`src/rtl/axi_pkg.sv`:
```
// Shared AXI read-channel constants and the arbiter FSM state type.
package axi_pkg;

  localparam logic [1:0] FIXED = 2'b00;
  localparam logic [1:0] INCR  = 2'b01;
  localparam logic [1:0] WRAP  = 2'b10;

  localparam int unsigned AXI_BURST_W = 2;
  localparam int unsigned AXI_SIZE_W  = 3;
  localparam int unsigned AXI_LEN_W   = 8;

  typedef enum logic [1:0] {
    IDLE = 2'd0,
    ADDR = 2'd1,
    DATA = 2'd2
  } arb_state_e;

endpackage

```
`src/rtl/rr_arbiter.sv`:
```
// Combinational request selector: round-robin from a pointer, or fixed lowest-index priority.
module rr_arbiter #(
  parameter int unsigned NUM_MASTERS = 2,
  parameter int unsigned IDX_W       = 1
) (
  input  logic [NUM_MASTERS-1:0] req,
  input  logic [IDX_W-1:0]       ptr,
  input  logic                   mode,
  output logic [NUM_MASTERS-1:0] grant,
  output logic [IDX_W-1:0]       grant_idx
);

  logic        found;
  int unsigned idx;

  // Walk candidates starting at the pointer (or at 0 in fixed mode); first requester wins.
  always_comb begin
    grant     = '0;
    grant_idx = '0;
    found     = 1'b0;
    idx       = 0;
    for (int unsigned k = 0; k < NUM_MASTERS; k++) begin
      idx = mode ? k : (int'(ptr) + k) % NUM_MASTERS;
      if (!found && ((req & (NUM_MASTERS'(1) << idx)) != '0)) begin
        found     = 1'b1;
        grant     = NUM_MASTERS'(1) << idx;
        grant_idx = IDX_W'(idx);
      end
    end
  end

endmodule

```
`src/rtl/axi_rd_arbiter.sv`:
```
// AXI4 read-channel arbiter: NUM_MASTERS AR/R ports share one memory port, one burst in flight.
module axi_rd_arbiter
  import axi_pkg::*;
#(
  parameter int unsigned NUM_MASTERS = 2,
  parameter int unsigned ADDR_W      = 32,
  parameter int unsigned DATA_W      = 64,
  parameter int unsigned ARB_MODE    = 0,
  localparam int unsigned IDX_W      = (NUM_MASTERS > 1) ? $clog2(NUM_MASTERS) : 1
) (
  input  logic                              clk,
  input  logic                              rst,
  input  logic [NUM_MASTERS-1:0]            s_arvalid,
  input  logic [NUM_MASTERS*ADDR_W-1:0]     s_araddr,
  input  logic [NUM_MASTERS*AXI_BURST_W-1:0] s_arburst,
  input  logic [NUM_MASTERS*AXI_SIZE_W-1:0] s_arsize,
  input  logic [NUM_MASTERS*AXI_LEN_W-1:0]  s_arlen,
  output logic [NUM_MASTERS-1:0]            s_arready,
  output logic [NUM_MASTERS-1:0]            s_rvalid,
  output logic [DATA_W-1:0]                 s_rdata,
  output logic                              s_rlast,
  input  logic [NUM_MASTERS-1:0]            s_rready,
  output logic                              m_arvalid,
  output logic [ADDR_W-1:0]                 m_araddr,
  output logic [AXI_BURST_W-1:0]            m_arburst,
  output logic [AXI_SIZE_W-1:0]             m_arsize,
  output logic [AXI_LEN_W-1:0]              m_arlen,
  input  logic                              m_arready,
  input  logic                              m_rvalid,
  input  logic [DATA_W-1:0]                 m_rdata,
  input  logic                              m_rlast,
  output logic                              m_rready,
  output logic                              busy,
  output logic [IDX_W-1:0]                  grant_id,
  output logic                              err_len
);

  arb_state_e               state_q, state_d;
  logic [IDX_W-1:0]         ptr_q, gid_q, gidx;
  logic [NUM_MASTERS-1:0]   grant;
  logic [ADDR_W-1:0]        addr_q, sel_addr;
  logic [AXI_BURST_W-1:0]   burst_q, sel_burst;
  logic [AXI_SIZE_W-1:0]    size_q, sel_size;
  logic [AXI_LEN_W-1:0]     len_q, sel_len, cnt_q;
  logic                     err_q;
  logic                     take;
  logic                     beat;

  rr_arbiter #(
    .NUM_MASTERS(NUM_MASTERS),
    .IDX_W      (IDX_W)
  ) u_sel (
    .req       (s_arvalid),
    .ptr       (ptr_q),
    .mode      (ARB_MODE != 0),
    .grant     (grant),
    .grant_idx (gidx)
  );

  always_comb begin
    sel_addr  = '0;
    sel_burst = '0;
    sel_size  = '0;
    sel_len   = '0;
    for (int unsigned i = 0; i < NUM_MASTERS; i++) begin
      if (grant[i]) begin
        sel_addr  = s_araddr[i*ADDR_W +: ADDR_W];
        sel_burst = s_arburst[i*AXI_BURST_W +: AXI_BURST_W];
        sel_size  = s_arsize[i*AXI_SIZE_W +: AXI_SIZE_W];
        sel_len   = s_arlen[i*AXI_LEN_W +: AXI_LEN_W];
      end
    end
  end

  assign take = (state_q == IDLE) && (s_arvalid != '0);
  assign beat = (state_q == DATA) && m_rvalid && m_rready;

  always_comb begin
    state_d   = state_q;
    s_arready = '0;
    s_rvalid  = '0;
    s_rdata   = '0;
    s_rlast   = 1'b0;
    m_rready  = 1'b0;
    m_arvalid = 1'b0;
    unique case (state_q)
      IDLE: begin
        // Gated by rst so the asynchronous reset holds every output at 0.
        s_arready = grant & {NUM_MASTERS{!rst}};
        if (s_arvalid != '0) state_d = ADDR;
      end
      ADDR: begin
        m_arvalid = 1'b1;
        if (m_arready) state_d = DATA;
      end
      DATA: begin
        s_rvalid = NUM_MASTERS'(m_rvalid) << gid_q;
        m_rready = |(s_rready & (NUM_MASTERS'(1) << gid_q));
        s_rdata  = m_rdata;
        s_rlast  = m_rlast;
        if (m_rvalid && m_rready && m_rlast) state_d = IDLE;
      end
      default: state_d = IDLE;
    endcase
  end

  always_ff @(posedge clk or posedge rst) begin
    if (rst) begin
      state_q <= IDLE;
      ptr_q   <= '0;
      gid_q   <= '0;
      addr_q  <= '0;
      burst_q <= '0;
      size_q  <= '0;
      len_q   <= '0;
      cnt_q   <= '0;
      err_q   <= 1'b0;
    end else begin
      state_q <= state_d;
      if (take) begin
        gid_q   <= gidx;
        addr_q  <= sel_addr;
        burst_q <= sel_burst;
        size_q  <= sel_size;
        len_q   <= sel_len;
        cnt_q   <= '0;
      end
      if ((state_q == ADDR) && m_arready)
        ptr_q <= (gid_q == IDX_W'(NUM_MASTERS - 1)) ? '0 : gid_q + 1'b1;
      // Compare uses the pre-increment count so a 256-beat burst checks before wrapping.
      if (beat) begin
        cnt_q <= cnt_q + 1'b1;
        if ((m_rlast && (cnt_q != len_q)) || (!m_rlast && (cnt_q == len_q)))
          err_q <= 1'b1;
      end
    end
  end

  assign m_araddr  = addr_q;
  assign m_arburst = burst_q;
  assign m_arsize  = size_q;
  assign m_arlen   = len_q;
  assign busy      = (state_q != IDLE);
  assign grant_id  = gid_q;
  assign err_len   = err_q;

endmodule

```
`config.mk`:
```
export PLATFORM = sky130hd
export DESIGN_NAME = axi_rd_arbiter
export DESIGN_NICKNAME = d
export VERILOG_FILES = /design/src/rtl/axi_pkg.sv /design/src/rtl/rr_arbiter.sv /design/src/rtl/axi_rd_arbiter.sv
export SDC_FILE = /design/constraint.sdc
export NUM_CORES = 1
export LEC_CHECK = 0
export CORE_AREA = 2 2 109 111
export DETAILED_ROUTE_END_ITERATION = 8
export DIE_AREA = 0 0 111 113
export GPL_TIMING_DRIVEN = 0
export MAX_ROUTING_LAYER = met4
export PLACE_DENSITY_LB_ADDON = 0.3
export SETUP_SLACK_MARGIN = 0.02
export SLEW_MARGIN = 25
export SYNTH_ARGS = -nofsm -noshare
export SYNTH_HDL_FRONTEND = slang
export SYNTH_SLANG_ARGS = --single-unit
export TNS_END_PERCENT = 30
```
`constraint.sdc`:
```
create_clock -name clk -period 2.9 [get_ports clk]
set_input_delay 0.435 -clock clk [delete_from_list [all_inputs] [get_ports clk]]
set_output_delay 0.435 -clock clk [all_outputs]
set_load 0.1 [all_outputs]
```
==> run summary, run 1 <==
status - finished clean
Hold WS - 0.494 ns
critical path endpoint category - output port
Sink Count - 58
r2r endpoint - m_araddr[17]
max cap viols - 0
post-synth cell types - 35
met3 wire len - 981 um
kind of start point of the critical path - input port
most frequent cells in the layout - clkdlybuf4s50_1 (211), nor2_1 (74), and2_1 (67)
Pins Over Slew Limit - 0
Port Buffers - 281
Worst R2R Path Depth - 5
asr flop ratio synth - 100%
Layout area overhead - 97.9%
Post-synth EDFFs - 0
Worst Tran Pin Value - 1.01 ns
vias - 3741
post-synthesis mux area share - 2.00%
Synth area leaders - dfrtp_1 (46%), and2_1 (13%), a221oi_1 (9.6%)
r2r startpoint - state_q[0]
RSZ-0062 raised after global routing - yes
CTS Buf Count - 9
post-synth top area share - 45.5%
CTS tree - yes
destination of the worst hold path - err_len
Routed WL - 13600 um
Largest delay share family, worst path - buffers and inverters
pin count of the biggest net entering global routing - 32
Post-DP HPWL - 11000 um
Worst Path Required - 2.47 ns
synthesized area per cell - 9.16 um^2
Skew-Pair Late Insertion Delay - 0.32 ns
total die area - 12500 um^2
number of global-route vias before repair - 3797
Final #Nets - 806
Synth Area in Adders - 0.392%
Primary FF master, synth - dfrtp_1
met1 wire length - 5170 um
Yosys reg bits - 58
Worst R2R Setup Slack - 0.93 ns
clk root buf - clkbuf_16
Die X-Extent - 111 um
Post-Syn Nets - 512
fmax - 357 MHz
final setup fails - 0
met2 wire length - 7170 um
critical path's largest stage delay - 0.58 ns
I/O Pins - 282
grt ovf - 0
CTS clock-pin slew for the worst setup and hold paths - 0.05 ns
RD Place Congestion - 0.992
share of layout cells above drive strength 1 - 12.7%
diode count - 0
largest family of logic cells by synthesized area - simple AND/OR/NAND/NOR gates
antenna violations before repair - 0
Hold Crit Start - err_len
worst hold path cell count - 1
row cnt - 39
H-tree Lvls - 3
fillcell total - 1017
Synth Area in Compound Gates - 15.4%
Mapped Cells - 348
Starting Density - 28.3%
Slew HR - 32.6%
worst hold path class - reg -> reg
slowest CP cell - clkdlybuf4s50_1
XOR/XNOR Fraction of Synth Area - 2.47%
GRT Util Overall - 22.0%
most common cell after layout, fill and taps aside - clkdlybuf4s50_1
Worst Skew - 0.00588 ns
first-pass GRT wire length - 20700 um
routed len/inst - 17.3 um
post-synth top area cell - dfrtp_1
Period minus WS final - 2.80 ns
crit path max fanout - 10
Core ar. - 11300 um^2
DRC viols - 0
WP buf/inv - 3
critical path, cell by cell - clkdlybuf4s50_1, a21boi_4, buf_1, and3_1, clkbuf_4
synthesized area - 3190 um^2
via density per instance - 4.74
Tcrit/Tclk final - 96.6%
drt pass-1 iters - 4
Hold Fails Final Rpt - 0
Critical Path AT - 2.37 ns
DR iter-0 viols - 90
chip height - 113 um
Synth Area in Simple Gates - 29.7%
Post-CTS Setup Bufs - 0
Post-DRT Antenna Nets - 0
Seq/Total Area, Yosys - 45.5%
WS Path Type - in -> out
uppermost routed layer - met4
Ys Warns - 0
Max clock buf depth - 2
cell type report:
type                            instances  area (um^2)  share of cell area, %
Multi-Input combinational cell        259         1610                   25.5
Sequential cell                        58         1450                   23.0
Tap cell                              143          179                   2.84
Clock inverter                          3         40.0                  0.634
Timing Repair inverter                  1         5.00                 0.0793
Clock buffer                           12          246                   3.91
Buffer                                 25          124                   1.96
Inverter                                6         26.3                  0.416
Timing Repair Buffer                  282         2630                   41.7
through the flow:
stage | worst slack (ns) | utilization (%) | instances | area, um^2 | TNS [ns]
6_report | 0.0990 | 56.0 | 789 | 6310 | 0
5_1_grt | -0.0407 | 56.0 | 789 | 6310 | -0.0407
4_1_cts | -0.00941 | 57.5 | 789 | 6480 | -0.00941
3_5_place_dp | -0.867 | 55.0 | 773 | 6200 | -5.59
3_3_place_gp | -1.07 | 54.9 | 772 | 6180 | -4.75
2_1_floorplan | 0.262 | - | 348 | 3190 | 0
worst reg2reg max path, cell delays in order (launching register included):
cell	delay [ns]
dfrtp_1	0.40
nor2_2	0.26
o21ai_1	0.38
clkbuf_1	0.33
a221oi_1	0.39
nor2_1	0.08
flip-flops by register name, indices dropped and copies added, names as in the netlist:
| register | flops |
|---|---|
| state_q | 2 |
| m_arlen | 8 |
| ptr_q | 1 |
| grant_id | 1 |
| cnt_q | 8 |
| m_arburst | 2 |
| m_arsize | 3 |
| err_len | 1 |
| m_araddr | 32 |
metal layers:
layer | vias up | track usage [%]
met1 | 1727 | 23.6
met5 | - | -
met3 | 21 | 4.77
met2 | 192 | 39.9
met4 | 0 | 8.08
li1 | 1801 | -
cells by family after synthesis:
| logic type | after synthesis |
|---|---|
| AO/OA/AOI/OAI | 57 |
| XOR/XNOR | 9 |
| adder cells (fa/ha/maj) | 1 |
| buffers and inverters | 31 |
| flip-flops | 58 |
| multiplexers | 6 |
| AND/OR/NAND/NOR | 186 |
cell usage after synthesis, drive strengths merged (5+ instances only):
| library cell | instances |
|---|---|
| buf | 12 |
| nor2 | 77 |
| a221oi | 35 |
| nand2 | 12 |
| mux2i | 6 |
| a221o | 10 |
| dfrtp | 58 |
| xor2 | 8 |
| nand3 | 6 |
| o21ai | 5 |
| clkbuf | 13 |
| and3 | 14 |
| inv | 6 |
| and2 | 67 |
what timing repair did:
item	4_1_cts	5_1_grt
hold buffers	0	0
setup endpoints to repair	70	51
endpoints found under the hold margin	0	0
gates cloned	1	0
gates resized for setup	138	84
how the worst max path moves through the flow:
stage / cells past startpoint / start / endpoint
6_report: 5 / s_arvalid[1] / s_arready[1]
5_1_grt: 4 / state_q[0] / s_rdata[56]
4_1_cts: 5 / s_arvalid[1] / s_arready[1]
3_5_place_dp: 6 / s_arvalid[0] / s_arready[0]
3_3_place_gp: 4 / rst / s_arready[1]
2_1_floorplan: 1 / grant_id / s_rvalid[0]
Power of run 1 is left out: the tool's default activity adds up to more than one toggle a clock period on the data nets, which glitch-free logic cannot reach.
==> run 2: changes to the inputs <==
Settings changed: GPL_ROUTABILITY_DRIVEN set to 0, TNS_END_PERCENT 30 to unset.
==> run 2 against run 1 <==
Net effect: sequential share of layout area is essentially flat; first-iteration DRC count rose by 14%; die area unchanged; setup slack got worse by 0.0028 ns; critical endpoint unchanged.
==> run summary, run 2 (synthesized netlist as in run 1, its figures left out) <==
WP buf/inv - 3
slowest CP cell - clkdlybuf4s50_1
DRC viols - 0
critical path's largest stage delay - 0.58 ns
Core ar. - 11300 um^2
r2r endpoint - m_araddr[17]
CTS tree - yes
Critical Path AT - 2.37 ns
Post-DP HPWL - 11000 um
Worst R2R Path Depth - 5
Period minus WS final - 2.80 ns
vias - 3771
chip height - 113 um
critical path endpoint category - output port
share of layout cells above drive strength 1 - 13.1%
Worst Path Required - 2.47 ns
Post-DRT Antenna Nets - 0
Cells after DPL - 773
Hold Fails Final Rpt - 0
most common cell after layout, fill and taps aside - clkdlybuf4s50_1
hold buffers post-CTS - 0
DR iter-0 viols - 103
TNS Setup - 0 ns
Max clock buf depth - 2
final setup fails - 0
final cell count without fillers - 791
max reg flops - 32
Slew HR - 32.4%
Tcrit/Tclk final - 96.7%
worst hold path cell count - 1
r2r startpoint - state_q[0]
diode count - 0
Die X-Extent - 111 um
CP endpoint - s_arready[1]
Pins Over Slew Limit - 0
grt ovf - 0
CTS Buf Count - 9
Worst Tran Pin Value - 1.01 ns
status - finished clean
Largest delay share family, worst path - buffers and inverters
WS Path Type - in -> out
pin count of the biggest net entering global routing - 32
GRT Util Overall - 22.0%
Starting Density - 28.3%
Hold WS - 0.492 ns
most frequent cells in the layout - clkdlybuf4s50_1 (211), nor2_1 (74), and2_1 (67)
Routed WL - 13700 um
max cap viols - 0
Port Buffers - 281
Worst Skew - 0.00592 ns
Final #Nets - 808
fmax - 357 MHz
crit path max fanout - 10
Worst R2R Setup Slack - 0.93 ns
H-tree Lvls - 3
RSZ-0062 raised after global routing - no
Crit. path cell count - 5
total die area - 12500 um^2
drt pass-1 iters - 4
first-pass GRT wire length - 20700 um
via density per instance - 4.77
Sink Count - 58
Worst Setup SP - s_arvalid[1]
routed len/inst - 17.3 um
CTS clock-pin slew for the worst setup and hold paths - 0.05 ns
I/O Pins - 282
Skew-Pair Late Insertion Delay - 0.32 ns
row cnt - 39
clk root buf - clkbuf_16
worst hold path class - reg -> reg
Layout area overhead - 98.0%
dpl ws - -0.867 ns
number of global-route vias before repair - 3797
antenna violations before repair - 0
critical path, cell by cell - clkdlybuf4s50_1, a21boi_4, buf_1, and3_1, clkbuf_4
kind of start point of the critical path - input port
setup ws final - 0.0962 ns
## run 2: cell types whose count changed in the layout (fill, tap and decap cells not counted), sizes merged
cell	previous run	this run
buf	34	37
clkdlybuf4s15	16	15
## run 2: worst min path at each step
stage           startpoint  slack (ns)          end
5_1_grt        m_araddr[3]        0.52  m_araddr[3]
6_report           err_len        0.49      err_len
4_1_cts           cnt_q[7]        0.50     cnt_q[7]
2_1_floorplan     cnt_q[7]        0.46     cnt_q[7]
3_3_place_gp      cnt_q[7]        0.48     cnt_q[7]
3_5_place_dp      cnt_q[7]        0.49     cnt_q[7]
## run 2: layer usage
| metal | track usage, % | up-vias | part of all wire [%] |
|---|---|---|---|
| li1 | - | 1805 | - |
| met5 | - | - | 0 |
| met3 | 4.77 | 25 | 7.3 |
| met1 | 23.6 | 1741 | 38 |
| met2 | 39.9 | 200 | 52 |
| met4 | 8.08 | 0 | 2.4 |
## run 2: per-stage QoR
stage,util [%],instance area (um^2)
after floorplan,-,3190
after global placement,54.9,6180
after detailed placement,55.0,6200
after CTS,57.5,6480
after global routing,56.0,6310
final,56.0,6310
## run 2: timing repair
item,4_1_cts,5_1_grt
endpoints found under the setup margin,70,51
resized for setup,138,83
cloned,1,0
setup buffers,0,2
## run 2: final cells by class
| class | instances | area [um^2] |
|---|---|---|
| tap | 143 | 179 |
| inverter | 6 | 26.3 |
| fill | 1017 | 4960 |
| timing repair buffer | 284 | 2640 |
| timing repair inverter | 1 | 5.00 |
| sequential | 58 | 1450 |
| clock inverter | 3 | 40.0 |
| clock buffer | 12 | 246 |
| buffer | 25 | 121 |
| multi-input combinational | 259 | 1610 |
Power of run 2 is left out for the same reason.
==> run 3: changes to the inputs <==
Settings changed: HOLD_SLACK_MARGIN set to 0.03.
==> results of run 3 <==
No change in the layout: final DEF, timing and power equal those of run 2.
Power of run 3 is left out for the same reason.
==> RTL change 1: new RTL, settings of run 2 <==
Register the output `err_len` once more, cleared by the reset; this adds one clock of latency there. The other outputs are not delayed to match.
--- a/src/rtl/axi_rd_arbiter.sv
+++ b/src/rtl/axi_rd_arbiter.sv
@@ -144,3 +144,9 @@
   assign grant_id  = gid_q;
-  assign err_len   = err_q;
+  always_ff @(posedge clk or posedge rst) begin
+    if (rst) begin
+      err_len <= '0;
+    end else begin
+      err_len <= err_q;
+    end
+  end
 
Formal check against the unedited RTL: not equivalent (Yosys sat finds a counterexample within 4 cycles, from zero or initial values and one cycle with rst high).
==> RTL change 1 against run 2 <==
Routed wire length decreased by 7.1%. Sequential cell count increased by 1. Setup slack improved by 61 ps. Fmax increased by 2.2%. Register-to-register slack improved by 30 ps. Sequential share of layout area increased by 1.3 points. Synthesized area decreased by 4.7%. Clock skew increased by 1.9 ps. Final area decreased by 3.6%. Critical path type is now flop to primary output. Critical endpoint unchanged.
Power is not shown: default switching activity piles up to over one toggle a cycle in this logic, so the estimate is an artifact.
==> RTL change 1: results <==
set metrics [dict create \
    dr_total_vias 3593 \
    wl_met2_um 6490 \
    synth_nets 470 \
    final_nets 767 \
    ys_types 33 \
    skew_ps 7.85 \
    grt_pass1_wl_um 19900 \
    place_ws_ps -777 \
    use_met2_pct 34.8 \
    drt-pass1-iter-count 5 \
    yosysSeqAreaShare_pct 48.6 \
    yosys-top-cells-count "and2_1 (68), dfrtp_1 (59), inv_1 (48)" \
    met1_usage_pct 23.2 \
    grt_pass1_vias 3746 \
    period_share_pct 94.6 \
    crit-reg2reg-capture "m_arlen[0]$_DFFE_PP0P_" \
    synth_adder_area_share_pct 0.412 \
    outcome "complete, no violations" \
    wl_um 12700 \
    drt-met1-wl_um 4870 \
    synth_compound_area_share_pct 17.7 \
    synthMuxAreaShare_pct 0.988 \
    crit_arrival_ps 2310 \
    cp-startpoint "state_q[1]$_DFFE_PP0P_" \
    slowest_stage "buf_2" \
    nFillCells 1061 \
    drt_iter0_markers 287 \
    ff2ff_setup_slack_ps 960 \
]
## RTL change 1: repair_timing
action | 4_1_cts | 5_1_grt
buffers inserted | 0 | 4
setup endpoints to repair | 70 | 68
hold buffers | 0 | 0
cloned | 1 | 0
gates resized for setup | 124 | 138
## RTL change 1: metrics by stage
stage               cell area (µm²)  TNS, ps  cells  hold WS, ps
global route                   6080        0    751          395
detailed placement             6060    -4810    731          370
global placement               6040    -4760    730          368
finish                         6080        0    751          377
CTS                            6340        0    747          383
floorplan                      3050        0    306          348
## RTL change 1: final cells by class
type / count / area [µm²] / area share [%]
tap: 143 / 179 / 2.94
inverter: 48 / 184 / 3.02
multi-input combinational: 176 / 1280 / 21.1
sequential: 59 / 1480 / 24.3
clock buffer: 10 / 239 / 3.93
clock inverter: 6 / 71.3 / 1.17
timing repair inverter: 1 / 5.00 / 0.0823
timing repair buffer: 286 / 2550 / 41.8
buffer: 22 / 100 / 1.65
==> RTL change 2: new RTL, config.mk and constraints of run 2 <==
Without the edit above. `ARB_MODE`: 0 -> 1.
--- a/src/rtl/axi_rd_arbiter.sv
+++ b/src/rtl/axi_rd_arbiter.sv
@@ -7,3 +7,3 @@
   parameter int unsigned DATA_W      = 64,
-  parameter int unsigned ARB_MODE    = 0,
+  parameter int unsigned ARB_MODE    = 1,
   localparam int unsigned IDX_W      = (NUM_MASTERS > 1) ? $clog2(NUM_MASTERS) : 1
Check against the original RTL: not equivalent (a bounded check fails within 4 cycles, from zero or initial values and one cycle with rst high).
==> RTL change 2 against run 2 <==
Setup slack better by 38 ps. Synthesized area rose by 3.0%. Worst hold slack got worse by 13 ps. Sequential cell count is 1 lower. Critical endpoint is now s_rdata[29]. Final cell count increased by 3.8%. Routed wire length up 7.4%. Final area rose by 1.6%.
==> RTL change 2: results <==
set metrics [dict create \
    outcome "complete, no violations" \
    grt_max_degree 32 \
    synth_area_leaders "dfrtp_1 (43%), and2_1 (16%), o22ai_1 (7.2%)" \
    place_hpwl_um 12100 \
    synth_nets 545 \
    synth_adder_area_share_pct 0.381 \
    grt_use_total_pct 23.7 \
    clockBufferDepth 2 \
    relSlewSlack_pct 32.3 \
    dp.cells 805 \
    portBuffers 280 \
    synthMuxAreaShare_pct 1.94 \
    crit_arrival_ps 2330 \
    grt_pass1_vias 4183 \
    synth-xor-area-share_pct 2.13 \
    synthCells 381 \
    drt_iter0_markers 138 \
    grt_pass1_wl_um 22600 \
    final_cells 821 \
    use_met2_pct 41.9 \
    met1_usage_pct 25.9 \
    layout-drive-gt1-share_pct 10.9 \
    grtUsageMet3_pct 6.11 \
    yosys-top-cells-count "and2_1 (85), dfrtp_1 (57), o22ai_1 (38)" \
    final_nets 837 \
    vias_per_cell 4.90 \
    skew_ps 4.47 \
    nFillCells 1041 \
    synth_compound_area_share_pct 21.9 \
]
==> RTL change 2: cell count changes after synthesis, sizes merged, moves of 5 or more <==
cell	run 2	this run
nor2	77	6
o21ai	5	31
and3	14	2
o22ai	1	38
a221o	10	0
and2	67	85
a31oi	0	21
nand2	12	38
a22oi	0	5
a21oi	1	23
buf	12	5
a221oi	35	0
clkbuf	13	25
==> RTL change 2: critical path, cell delays in order, from the launching register on <==
cell and delay (ps):
dfrtp_1 420, and2b_1 280, clkbuf_1 290, and2_1 170, clkdlybuf4s15_1 840
==> RTL change 2: worst paths after layout <==
kind,startpoint,endpoint,slack [ps],depth (start not counted)
min in group asynchronous,rst,m_arsize[0]$_DFFE_PP0P_,540,2
min reg2reg,m_araddr[18]$_DFFE_PP0P_,m_araddr[18]$_DFFE_PP0P_,480,2
max reg2reg,grant_id$_DFFE_PP0P_,err_len$_DFFE_PP0P_,1240,5
min,m_araddr[18]$_DFFE_PP0P_,m_araddr[18]$_DFFE_PP0P_,480,2
max in group asynchronous,rst,m_arlen[7]$_DFFE_PP0P_,1880,3
max,state_q[0]$_DFFE_PP0P_,s_rdata[29],130,4
==> RTL change 2: cell type report <==
| class | instances | area share, % |
|---|---|---|
| repair buffers | 281 | 41.5 |
| multi-input cells | 289 | 27.0 |
| flip-flops and latches | 57 | 22.2 |
| clock buffers | 14 | 4.12 |
| well taps | 143 | 2.79 |
| plain buffers | 30 | 1.89 |
| inverters | 5 | 0.332 |
| clock inverters | 2 | 0.195 |
==> RTL change 2: repair_timing <==
item	in CTS	in global routing
resized for setup	131	85
endpoints found under the setup margin	71	52
pin swaps	0	0
hold endpoints to repair	0	0
==> RTL change 2: cell families after synthesis <==
| family | count (synthesis) |
|---|---|
| DFF | 57 |
| muxes | 6 |
| and+or+nand+nor | 152 |
| buffers and inverters | 35 |
| AOI/OAI and AO/OA | 122 |
| xor gates and xnor gates | 8 |
| adders and majority gates | 1 |
==> RTL change 2: power breakdown <==
part	leakage, µW	total (µW)	internal, µW	switching (µW)
clock	0.000133	973	623	350
combinational	0.00190	6330	1370	4960
sequential	0.000695	1430	1150	283
total	0.00273	8730	3140	5590
==> RTL change 2: layer usage <==
layer	vias up	part of all wire, %
met5	-	0
li1	1926	-
met2	187	51
met1	1884	39
met4	0	2.8
met3	23	7.0
==> RTL change 2: through the flow <==
step	worst slack (ps)	cell area (µm²)	hold slack (ps)	utilization [%]
final	134	6410	480	56.9
after detailed placement	-694	6290	470	55.8
after floorplan	180	3290	465	-
after global routing	22.2	6410	491	56.9
after CTS	21.9	6510	481	57.8
after global placement	-645	6270	462	55.6
